### config.mk
export PLATFORM = sky130hd
export DESIGN_NAME = uart_tx_fifo
export DESIGN_NICKNAME = d
export VERILOG_FILES = /design/src/rtl/uart_tx_fifo.sv
export SDC_FILE = /design/constraint.sdc
export NUM_CORES = 1
export LEC_CHECK = 0
export ABC_CLOCK_PERIOD_IN_PS = 3200
export CELL_PAD_IN_SITES_DETAIL_PLACEMENT = 1
export CELL_PAD_IN_SITES_GLOBAL_PLACEMENT = 1
export CORE_ASPECT_RATIO = 1.5
export CORE_UTILIZATION = 28
export CTS_BUF_LIST = sky130_fd_sc_hd__clkbuf_2 sky130_fd_sc_hd__clkbuf_4 sky130_fd_sc_hd__clkbuf_8
export DETAILED_ROUTE_END_ITERATION = 10
export PLACE_DENSITY_LB_ADDON = 0.05
export SLEW_MARGIN = 5
export SYNTH_ARGS = -nofsm -noshare
export SYNTH_HDL_FRONTEND = slang
export SYNTH_SLANG_ARGS = --single-unit
### constraint.sdc
create_clock -name clk -period 3.2 [get_ports clk]
set_input_delay 0.48 -clock clk [delete_from_list [all_inputs] [get_ports clk]]
set_output_delay 0.48 -clock clk [all_outputs]
set_load 0.01 [all_outputs]
### src/rtl/uart_tx_fifo.sv
// Buffered UART transmitter: byte FIFO feeding a back-to-back LSB-first serialiser.
// Optional even-parity bit (8E1) compiled in when UART_TX_PARITY_EN is defined.
module uart_tx_fifo #(
  parameter int CLK_PER_BIT = 868,
  parameter int DEPTH_LOG2  = 4
) (
  input  logic                clk,
  input  logic                rst,
  input  logic [7:0]          tx_data,
  input  logic                tx_valid,
  output logic                tx_busy,
  output logic                tx_idle,
  output logic [DEPTH_LOG2:0] tx_level,
  output logic                overflow,
  output logic                txd,
  output logic [2:0]          dbg_state
);
  localparam int DEPTH = 1 << DEPTH_LOG2;
  localparam int LW    = DEPTH_LOG2 + 1;
  localparam int CW    = (CLK_PER_BIT > 1) ? $clog2(CLK_PER_BIT) : 1;
  localparam logic [CW-1:0] CNT_MAX  = CW'(CLK_PER_BIT - 1);
  localparam logic [LW-1:0] LVL_FULL = LW'(DEPTH);

  // Write side handshake: a byte is taken when tx_valid is high and tx_busy is low;
  // a tx_valid while tx_busy is high is dropped and latches overflow.
  typedef enum logic [2:0] {
    S_IDLE,
    S_START,
    S_DATA,
`ifdef UART_TX_PARITY_EN
    S_PARITY,
`endif
    S_STOP
  } state_t;

  state_t                r_state, w_state_nxt;
  logic [CW-1:0]         r_cnt, w_cnt_nxt;
  logic [2:0]            r_bit, w_bit_nxt;
  logic [7:0]            r_shift, w_shift_nxt;
  logic                  r_txd, w_txd_nxt;
  logic                  w_pop, w_push, w_empty, w_cnt_end;
  logic [7:0]            r_mem [DEPTH];
  logic [DEPTH_LOG2-1:0] r_wr_ptr, r_rd_ptr;
  logic [LW-1:0]         r_level;
  logic                  r_ovf;
`ifdef UART_TX_PARITY_EN
  logic                  r_par;
`endif

  assign tx_busy   = (r_level == LVL_FULL);
  assign tx_level  = r_level;
  assign overflow  = r_ovf;
  assign txd       = r_txd;
  assign dbg_state = r_state;
  assign w_empty   = (r_level == '0);
  assign tx_idle   = w_empty && (r_state == S_IDLE);
  assign w_push    = tx_valid && !tx_busy;
  assign w_cnt_end = (r_cnt == CNT_MAX);

  always_comb begin
    w_state_nxt = r_state;
    w_cnt_nxt   = r_cnt + CW'(1);
    w_bit_nxt   = r_bit;
    w_shift_nxt = r_shift;
    w_pop       = 1'b0;
    case (r_state)
      S_IDLE: begin
        w_cnt_nxt = '0;
        if (!w_empty) begin
          w_pop       = 1'b1;
          w_shift_nxt = r_mem[r_rd_ptr];
          w_state_nxt = S_START;
        end
      end
      S_START: if (w_cnt_end) begin
        w_cnt_nxt   = '0;
        w_bit_nxt   = '0;
        w_state_nxt = S_DATA;
      end
      S_DATA: if (w_cnt_end) begin
        w_cnt_nxt = '0;
        if (r_bit == 3'd7) begin
`ifdef UART_TX_PARITY_EN
          w_state_nxt = S_PARITY;
`else
          w_state_nxt = S_STOP;
`endif
        end else begin
          w_shift_nxt = {1'b0, r_shift[7:1]};
          w_bit_nxt   = r_bit + 3'd1;
        end
      end
`ifdef UART_TX_PARITY_EN
      S_PARITY: if (w_cnt_end) begin
        w_cnt_nxt   = '0;
        w_state_nxt = S_STOP;
      end
`endif
      S_STOP: if (w_cnt_end) begin
        w_cnt_nxt = '0;
        // Chain straight into the next start bit so queued frames have no gap.
        if (!w_empty) begin
          w_pop       = 1'b1;
          w_shift_nxt = r_mem[r_rd_ptr];
          w_state_nxt = S_START;
        end else begin
          w_state_nxt = S_IDLE;
        end
      end
      default: begin
        w_cnt_nxt   = '0;
        w_state_nxt = S_IDLE;
      end
    endcase
  end

  // The line level is registered from the state being entered, so txd changes on the same edge.
  always_comb begin
    w_txd_nxt = 1'b1;
    case (w_state_nxt)
      S_START:  w_txd_nxt = 1'b0;
      S_DATA:   w_txd_nxt = w_shift_nxt[0];
`ifdef UART_TX_PARITY_EN
      S_PARITY: w_txd_nxt = r_par;
`endif
      default:  w_txd_nxt = 1'b1;
    endcase
  end

  always_ff @(posedge clk or posedge rst) begin
    if (rst) begin
      r_state <= S_IDLE;
      r_cnt   <= '0;
      r_bit   <= '0;
      r_shift <= '0;
      r_txd   <= 1'b1;
    end else begin
      r_state <= w_state_nxt;
      r_cnt   <= w_cnt_nxt;
      r_bit   <= w_bit_nxt;
      r_shift <= w_shift_nxt;
      r_txd   <= w_txd_nxt;
    end
  end

`ifdef UART_TX_PARITY_EN
  // Parity is captured at pop time because the shift register is consumed during DATA.
  always_ff @(posedge clk or posedge rst) begin
    if (rst)        r_par <= 1'b0;
    else if (w_pop) r_par <= ^r_mem[r_rd_ptr];
  end
`endif

  always_ff @(posedge clk or posedge rst) begin
    if (rst) begin
      r_wr_ptr <= '0;
      r_rd_ptr <= '0;
      r_level  <= '0;
      r_ovf    <= 1'b0;
    end else begin
      if (w_push) r_wr_ptr <= r_wr_ptr + DEPTH_LOG2'(1);
      if (w_pop)  r_rd_ptr <= r_rd_ptr + DEPTH_LOG2'(1);
      case ({w_push, w_pop})
        2'b10:   r_level <= r_level + LW'(1);
        2'b01:   r_level <= r_level - LW'(1);
        default: r_level <= r_level;
      endcase
      if (tx_valid && tx_busy) r_ovf <= 1'b1;
    end
  end

  always_ff @(posedge clk) begin
    if (w_push) r_mem[r_wr_ptr] <= tx_data;
  end
endmodule

==> results of run 1 <==
[timing repair]
action / in CTS / in global routing
setup endpoints to repair: 0 / 2
gates resized for setup: 0 / 3
setup buffers: 0 / 1
[cell usage in the layout, fill, tap and decap left out, drive strengths merged, types with 7 or more instances in the layout]
cell / synthesis / routed
ha: 12 / 12
inv: 17 / 17
nand2: 21 / 21
nor2: 36 / 36
xnor2: 9 / 9
xor2: 11 / 11
nor3: 7 / 7
o21ai: 9 / 9
mux4: 37 / 37
dfrtp: 38 / 38
a21oi: 8 / 8
clkdlybuf4s50: 0 / 22
clkbuf: 13 / 18
buf: 7 / 37
edfxtp: 128 / 128
[per-stage QoR]
stage / setup slack [ns] / power (mW) / util / instances / hold slack [ns]
final: 0.237 / 6.36 / 0.336 / 811 / 0.464
after global routing: 0.0611 / 6.75 / 0.336 / 811 / 0.491
after CTS: 0.0541 / 6.52 / 0.335 / 810 / 0.470
after detailed placement: 0.0750 / 5.02 / 0.319 / 779 / 0.448
after global placement: 0.133 / 4.99 / 0.319 / 779 / 0.445
after floorplan: 0.191 / 4.21 / - / 417 / 0.447
[cells in the mapped netlist (2+ instances only)]
master    number  area [um^2]
nor4_1         3         18.8
a221oi_1       4         35.0
ha_1          12          150
buf_2          5         25.0
mux4_2        37          833
xor2_1        11         96.3
mux2i_1        3         30.0
and3_1         3         18.8
nand2b_1       6         37.5
a21o_1         3         22.5
inv_1         17         63.8
mux2_2         4         45.0
nand2_1       21         78.8
a31oi_1        2         12.5
xnor2_1        9         78.8
or3_1          2         12.5
clkbuf_1      13         48.8
a21oi_1        8         40.0
nand4_1        4         25.0
nor2b_1        2         12.5
dfrtp_1       38          951
o21ai_0        9         45.0
and2_1         2         12.5
nor3_1         6         30.0
nor2_1        36          135
edfxtp_1     128         3840
nand3_1        6         30.0
[layer usage]
| metal | GRT usage | wire, um | vias to the layer above |
|---|---|---|---|
| li1 | - | - | 1697 |
| met1 | 0.161 | 6630 | 1921 |
| met2 | 0.267 | 9530 | 44 |
| met3 | 0.0296 | 329 | 16 |
| met4 | 0.0613 | 426 | 0 |
| met5 | 0 | 0 | - |
[worst max-delay path, cell delays in order (launching register included)]
cell and delay [ns]:
dfrtp_1 0.40, nor4_1 0.32, buf_4 0.18, nor2b_1 0.37, and3_1 0.21, clkdlybuf4s50_1 0.54
[worst paths after layout]
check	start	end	slack (ns)	cells after the start
worst max-delay path	tx_level[0]	tx_idle	0.24	5
worst min-delay path	overflow	overflow	0.46	1
worst max register to register	r_cnt[0]	tx_level[4]	0.26	13
worst min register to register	overflow	overflow	0.46	1
max in group asynchronous	rst	r_rd_ptr[0]	2.04	2
min in group asynchronous	rst	tx_level[0]	0.51	2
[layout make-up]
class / instances / share of cell area
sequential: 167 / 0.590
tap: 324 / 0.0496
timing repair buffer: 59 / 0.0624
clock buffer: 18 / 0.0295
multi-input combinational: 213 / 0.244
inverter: 17 / 0.00781
clock inverter: 13 / 0.0164
[sequential cells by signal (all words and copies together) (netlist names)]
register	count
tx_level	5
txd	1
r_rd_ptr	4
r_cnt	10
r_shift	8
r_wr_ptr	4
dbg_state	3
r_bit	3
r_mem	128
overflow	1
[cells by family after synthesis]
kind of cell	share of synthesized area
AND/OR/NAND/NOR	0.0686
multiplexers	0.131
buffers and inverters	0.0219
XOR/XNOR	0.0252
other	0.000539
AO/OA/AOI/OAI	0.0354
flip-flops	0.693
adder cells (fa/ha/maj)	0.0245
[report_power, final]
| part | internal [mW] | switching, mW | leakage, nW |
|---|---|---|---|
| registers | 2.65 | 0.254 | 1.64 |
| clock network | 0.690 | 0.774 | 0.177 |
| logic | 1.02 | 0.972 | 1.08 |
==> metrics.md, run 1 <==
| Metric | Value |
|---|---|
| I/O Buffers | `22` |
| Crit end category | `primary output` |
| DRC viols | `0` |
| Clk slew on worst S/H paths | `0.09 ns` |
| Antenna Cells | `0` |
| Global placement routability congestion | `0.745` |
| Synth cell types | `50` |
| Dpl cell area | `7770 um^2` |
| Fill cell count | `2592` |
| Final TNS setup | `0 ns` |
| Crit start category | `flop` |
| Pleak | `2.89 nW` |
| Synth warn | `0` |
| Die Width | `131 um` |
| Post-CTS Hold Buffers | `0` |
| Slew @ Worst Pin | `0.900 ns` |
| Max clock buf depth | `2` |
| Area of the multi-input gates | `2000 um^2` |
| Area grow syn2layout | `17.6%` |
| Setup Viol. Count Final | `0` |
| Remaining antenna violation count after routing | `0` |
| Core area | `24300 um^2` |
| Htree depth | `4` |
| CTS tree | `built` |
| WP data required | `2.72 ns` |
| RSZ-0062 raised after global routing | `no` |
| Drt first pass iters | `4` |
| Dpl hpwl | `11.9 mm` |
| P per Cell Area | `778 nW/um^2` |
| Tmin final | `2.96 ns` |
| Via count | `3678` |
| Worst VDD drop | `0.000304 V` |
| Initial DRC count | `134` |
| Slew margin rel. | `0.400` |
| Avg WL per Cell | `20.9 um` |
| Part of the cycle the worst path needs | `0.926` |
| Max_cap viols | `0` |
| Die ar. | `25500 um^2` |
| Seq/Total Area, Yosys | `0.693` |
| Vias per cell | `4.54` |
| Syn Std Cell Area | `6950 um^2` |
| Routed WL | `16.9 mm` |
| Layout cell share with drive strength beyond 1 | `0.238` |
| Outcome | `finished clean` |
| Fin. Hold Viols | `0` |
| Upper clock frequency limit | `338 MHz` |
| Die outline height | `195 um` |
| Avg Cell Area, Syn | `16.7 um^2` |
| Vias in the first global route | `4240` |
| Most frequently used flop master after synthesis | `edfxtp_1` |
| Worst hold path type | `flop to flop` |
| Remaining global-route overflow | `0` |
| Largest net degree at the start of global routing | `40` |
| Max Slew Vio Count | `0` |
| Register area | `4820 um^2` |
| Num ports | `23` |
| Asr flop ratio synth | `0.234` |
| Root Driver | `clkbuf_8` |
| Nets@finish | `499` |
| Clock sinks | `167` |
| Starting Density | `0.286` |
| Crit Path Max Fanout | `3` |
| CTS buffer count | `17` |
| Syn Inst Count | `417` |
| Initial antenna violation count | `0` |
| Finished layout cell area | `8180 um^2` |
| GRT Total Usage | `0.146` |
| Number of enable flip-flop cells after synthesis | `128` |
| Worst setup path class | `flop to primary output` |
| Clock skew | `0.0155 ns` |
| First-pass GRT wire length | `25.8 mm` |
| Latest clock arrival within the worst-skew pair | `0.46 ns` |
| Flops & latches, synth | `167` |
| # rows | `70` |
| Synthesized net count | `441` |
| CP Data Arrival Time | `2.48 ns` |
Power figures use the tool's default switching activity.
==> run 2: changes to the inputs <==
Settings changed: SLEW_MARGIN 5 to default.
==> results of run 2 <==
The final DEF is identical to that of run 1; final timing and power are the same.
==> run 3: changes to the inputs <==
Settings changed: CAP_MARGIN from default to 20, PLACE_DENSITY from default to 0.49, PLACE_DENSITY_LB_ADDON 0.05 to default.
==> run 3 against run 2 <==
  * Routed wire length is 7.3% lower
  * Highest routed layer unchanged
  * Clock power is 20% higher
  * Total power increased by 3.9%
  * Combinational power down 3%
  * Critical path depth is 7 higher
  * Final area is 0.81% higher
  * Die area is the same
  * Register-to-register slack lost 0.02 ns
  * Via count rose by 1.1%
  * Critical path type is now flop to flop
  * Critical endpoint is now tx_level[4]
==> metrics.md, run 3 (same netlist as run 1, synthesis figures left out) <==
| Metric | Value |
|---|---|
| Outcome | `finished clean` |
| Setup WS pre-CTS | `0.147 ns (+0.0725 ns)` |
| Crit end category | `flop` |
| CP Data Arrival Time | `3.30 ns (+0.82 ns)` |
| First-pass GRT wire length | `24.8 mm (-3.8%)` |
| Core area | `24300 um^2 (unchanged)` |
| Reg2reg end | `tx_level[4]` |
| Largest net degree at the start of global routing | `26 (-35%)` |
| DRC viols | `0 (unchanged)` |
| Clock sinks | `167 (unchanged)` |
| Biggest registers after layout | `r_mem (128), r_cnt (10), r_shift (8)` |
| RSZ-0062 raised after global routing | `no` |
| Final non-filler cell total | `809 (-0.25%)` |
| Max_cap viols | `0 (unchanged)` |
| Upper clock frequency limit | `338 MHz (+0.17%)` |
| Worst setup path class | `flop to flop` |
| Initial DRC count | `211 (+57%)` |
| Crit Path Max Fanout | `5 (+2)` |
| Fin. Hold Viols | `0 (unchanged)` |
| Global placement routability congestion | `0.735 (-1.3%)` |
| Htree depth | `4 (unchanged)` |
| Final TNS setup | `0 ns (unchanged)` |
| P per Cell Area | `802 nW/um^2 (+3.1%)` |
| Most used cell, CP | `ha_1` |
| Antenna Cells | `0 (unchanged)` |
| Setup Viol. Count Final | `0 (unchanged)` |
| Reg2reg path depth | `12 (-1)` |
| Die outline height | `195 um (unchanged)` |
| Worst VDD drop | `0.000274 V (-10%)` |
| Clock skew | `0.0113 ns (-0.00418 ns)` |
| Tmin final | `2.96 ns (-0.00514 ns)` |
| Finished layout cell area | `8240 um^2 (+0.81%)` |
| Remaining antenna violation count after routing | `0 (unchanged)` |
| Area grow syn2layout | `18.5%` |
| Via count | `3720 (+1.1%)` |
| Num ports | `23 (unchanged)` |
| Slowest stage delay, CP | `0.40 ns (-0.14 ns)` |
| Clk slew on worst S/H paths | `0.09 ns (about the same)` |
| Part of the cycle the worst path needs | `0.924 (-0.00161)` |
| Leading cell type in the layout, fill and taps excluded | `edfxtp_1` |
| Crit start category | `flop` |
| Worst path bufs/invs | `1 (-1)` |
| Setup WS post-layout | `0.243 ns (+0.00514 ns)` |
| Dpl cells | `777 (-0.26%)` |
| Max reg flops | `128 (unchanged)` |
| Worst R2R Setup Slack | `0.24 ns (-0.02 ns)` |
| Layout cell share with drive strength beyond 1 | `0.233 (-0.00520)` |
| Routed WL | `15.7 mm (-7.3%)` |
| Initial antenna violation count | `0 (unchanged)` |
| CTS tree | `built` |
| GRT Total Usage | `0.137 (-0.00865)` |
| Avg WL per Cell | `19.4 um (-7.0%)` |
| Most frequent cells in the layout | `edfxtp_1, mux4_2, dfrtp_1, nor2_1, buf_4` |
| Slew @ Worst Pin | `0.649 ns (-0.251 ns)` |
| I/O Buffers | `22 (unchanged)` |
| Vias per cell | `4.60 (+1.4%)` |
| Die ar. | `25500 um^2 (unchanged)` |
| Nets@finish | `496 (-0.60%)` |
| # rows | `70 (unchanged)` |
| Vias in the first global route | `4160 (-1.9%)` |
| Dpl cell area | `7770 um^2 (about the same)` |
| Worst reg2reg path startpoint | `r_cnt[0]` |
| Starting Density | `0.286 (unchanged)` |
| Worst hold path type | `input pin to async pin` |
| Max clock buf depth | `2 (unchanged)` |
| Die Width | `131 um (unchanged)` |
| WP data required | `3.54 ns (+0.82 ns)` |
| Largest delay share family, worst path | `adder cells` |
| Final core utilization | `0.338 (+0.00272)` |
| Worst-path cell chain | `ha_1 > or3b_1 > nor4_2 > o211ai_1 > inv_1 > ha_1 > ha_1 > a21o_1 > a21oi_1 > xor2_1 > nor2_1 > xor2_1` |
| Slew margin rel. | `0.563 (+0.163)` |
| Root Driver | `clkbuf_8` |
| Drt first pass iters | `4 (unchanged)` |
| Slowest-stage cell, CP | `dfrtp_1` |
| Post-CTS Hold Buffers | `0 (unchanged)` |
| Remaining global-route overflow | `0 (unchanged)` |
| Max Slew Vio Count | `0 (unchanged)` |
| CTS buffer count | `17 (unchanged)` |
| Pleak | `2.91 nW (+0.63%)` |
| Dpl hpwl | `11.1 mm (-6.3%)` |
| Latest clock arrival within the worst-skew pair | `0.46 ns (about the same)` |
| Largest Register | `r_mem` |
[run 3: cell count changes in the layout (fill, tap and decap cells not counted), sizes merged]
cell / previous run / this run
clkinvlp: 5 / 3
bufinv: 2 / 5
clkinv: 6 / 3
buf: 37 / 34
inv: 17 / 20
[run 3: how the worst max path moves through the flow]
stage	startpoint	endpoint	slack, ns	depth (start not counted)
after floorplan	r_cnt[0]	tx_level[4]	0.19	13
after global placement	r_cnt[0]	tx_level[4]	0.25	12
after detailed placement	r_cnt[0]	tx_level[4]	0.15	12
after CTS	r_cnt[0]	tx_level[4]	0.13	12
after global routing	r_cnt[0]	tx_level[4]	0.03	12
final	r_cnt[0]	tx_level[4]	0.24	12
[run 3: power by group]
| part | leakage (nW) | internal [mW] | switching (mW) |
|---|---|---|---|
| clock | 0.224 | 0.947 | 0.803 |
| combinational | 1.05 | 1.03 | 0.915 |
| sequential | 1.64 | 2.65 | 0.265 |
| total | 2.91 | 4.63 | 1.98 |
[run 3: worst register-to-register path, stage by stage, from the launching register on]
cell and delay [ns]:
dfrtp_1 0.40, ha_1 0.18, or3b_1 0.39, nor4_2 0.29
o211ai_1 0.16, inv_1 0.12, ha_1 0.28, ha_1 0.31
a21o_1 0.17, a21oi_1 0.17, xor2_1 0.17, nor2_1 0.07
xor2_1 0.14
[run 3: cell type report]
type,count,area (um^2)
Timing Repair Buffer,56,500
Fill cell,2567,16100
Inverter,17,63.8
Sequential cell,167,4820
Tap cell,324,405
Clock buffer,18,241
Clock inverter,14,221
Multi-Input combinational cell,213,1990
[run 3: metrics by stage]
stage                     power, mW  hold slack, ns
after floorplan                4.21           0.447
after global placement         4.91           0.438
after detailed placement       4.98           0.448
after global routing           7.00           0.340
after CTS                      6.75           0.305
final                          6.61           0.334
[run 3: layer usage]
metal	vias up	wire, um	GRT usage
li1	1701	-	-
met1	1960	6000	0.150
met2	42	9000	0.250
met3	17	352	0.0296
met4	0	334	0.0605
met5	-	0	0
[run 3: timing repair]
item	in CTS	in global routing
resized for setup	0	1
buffers inserted	0	0
endpoints found under the setup margin	0	1
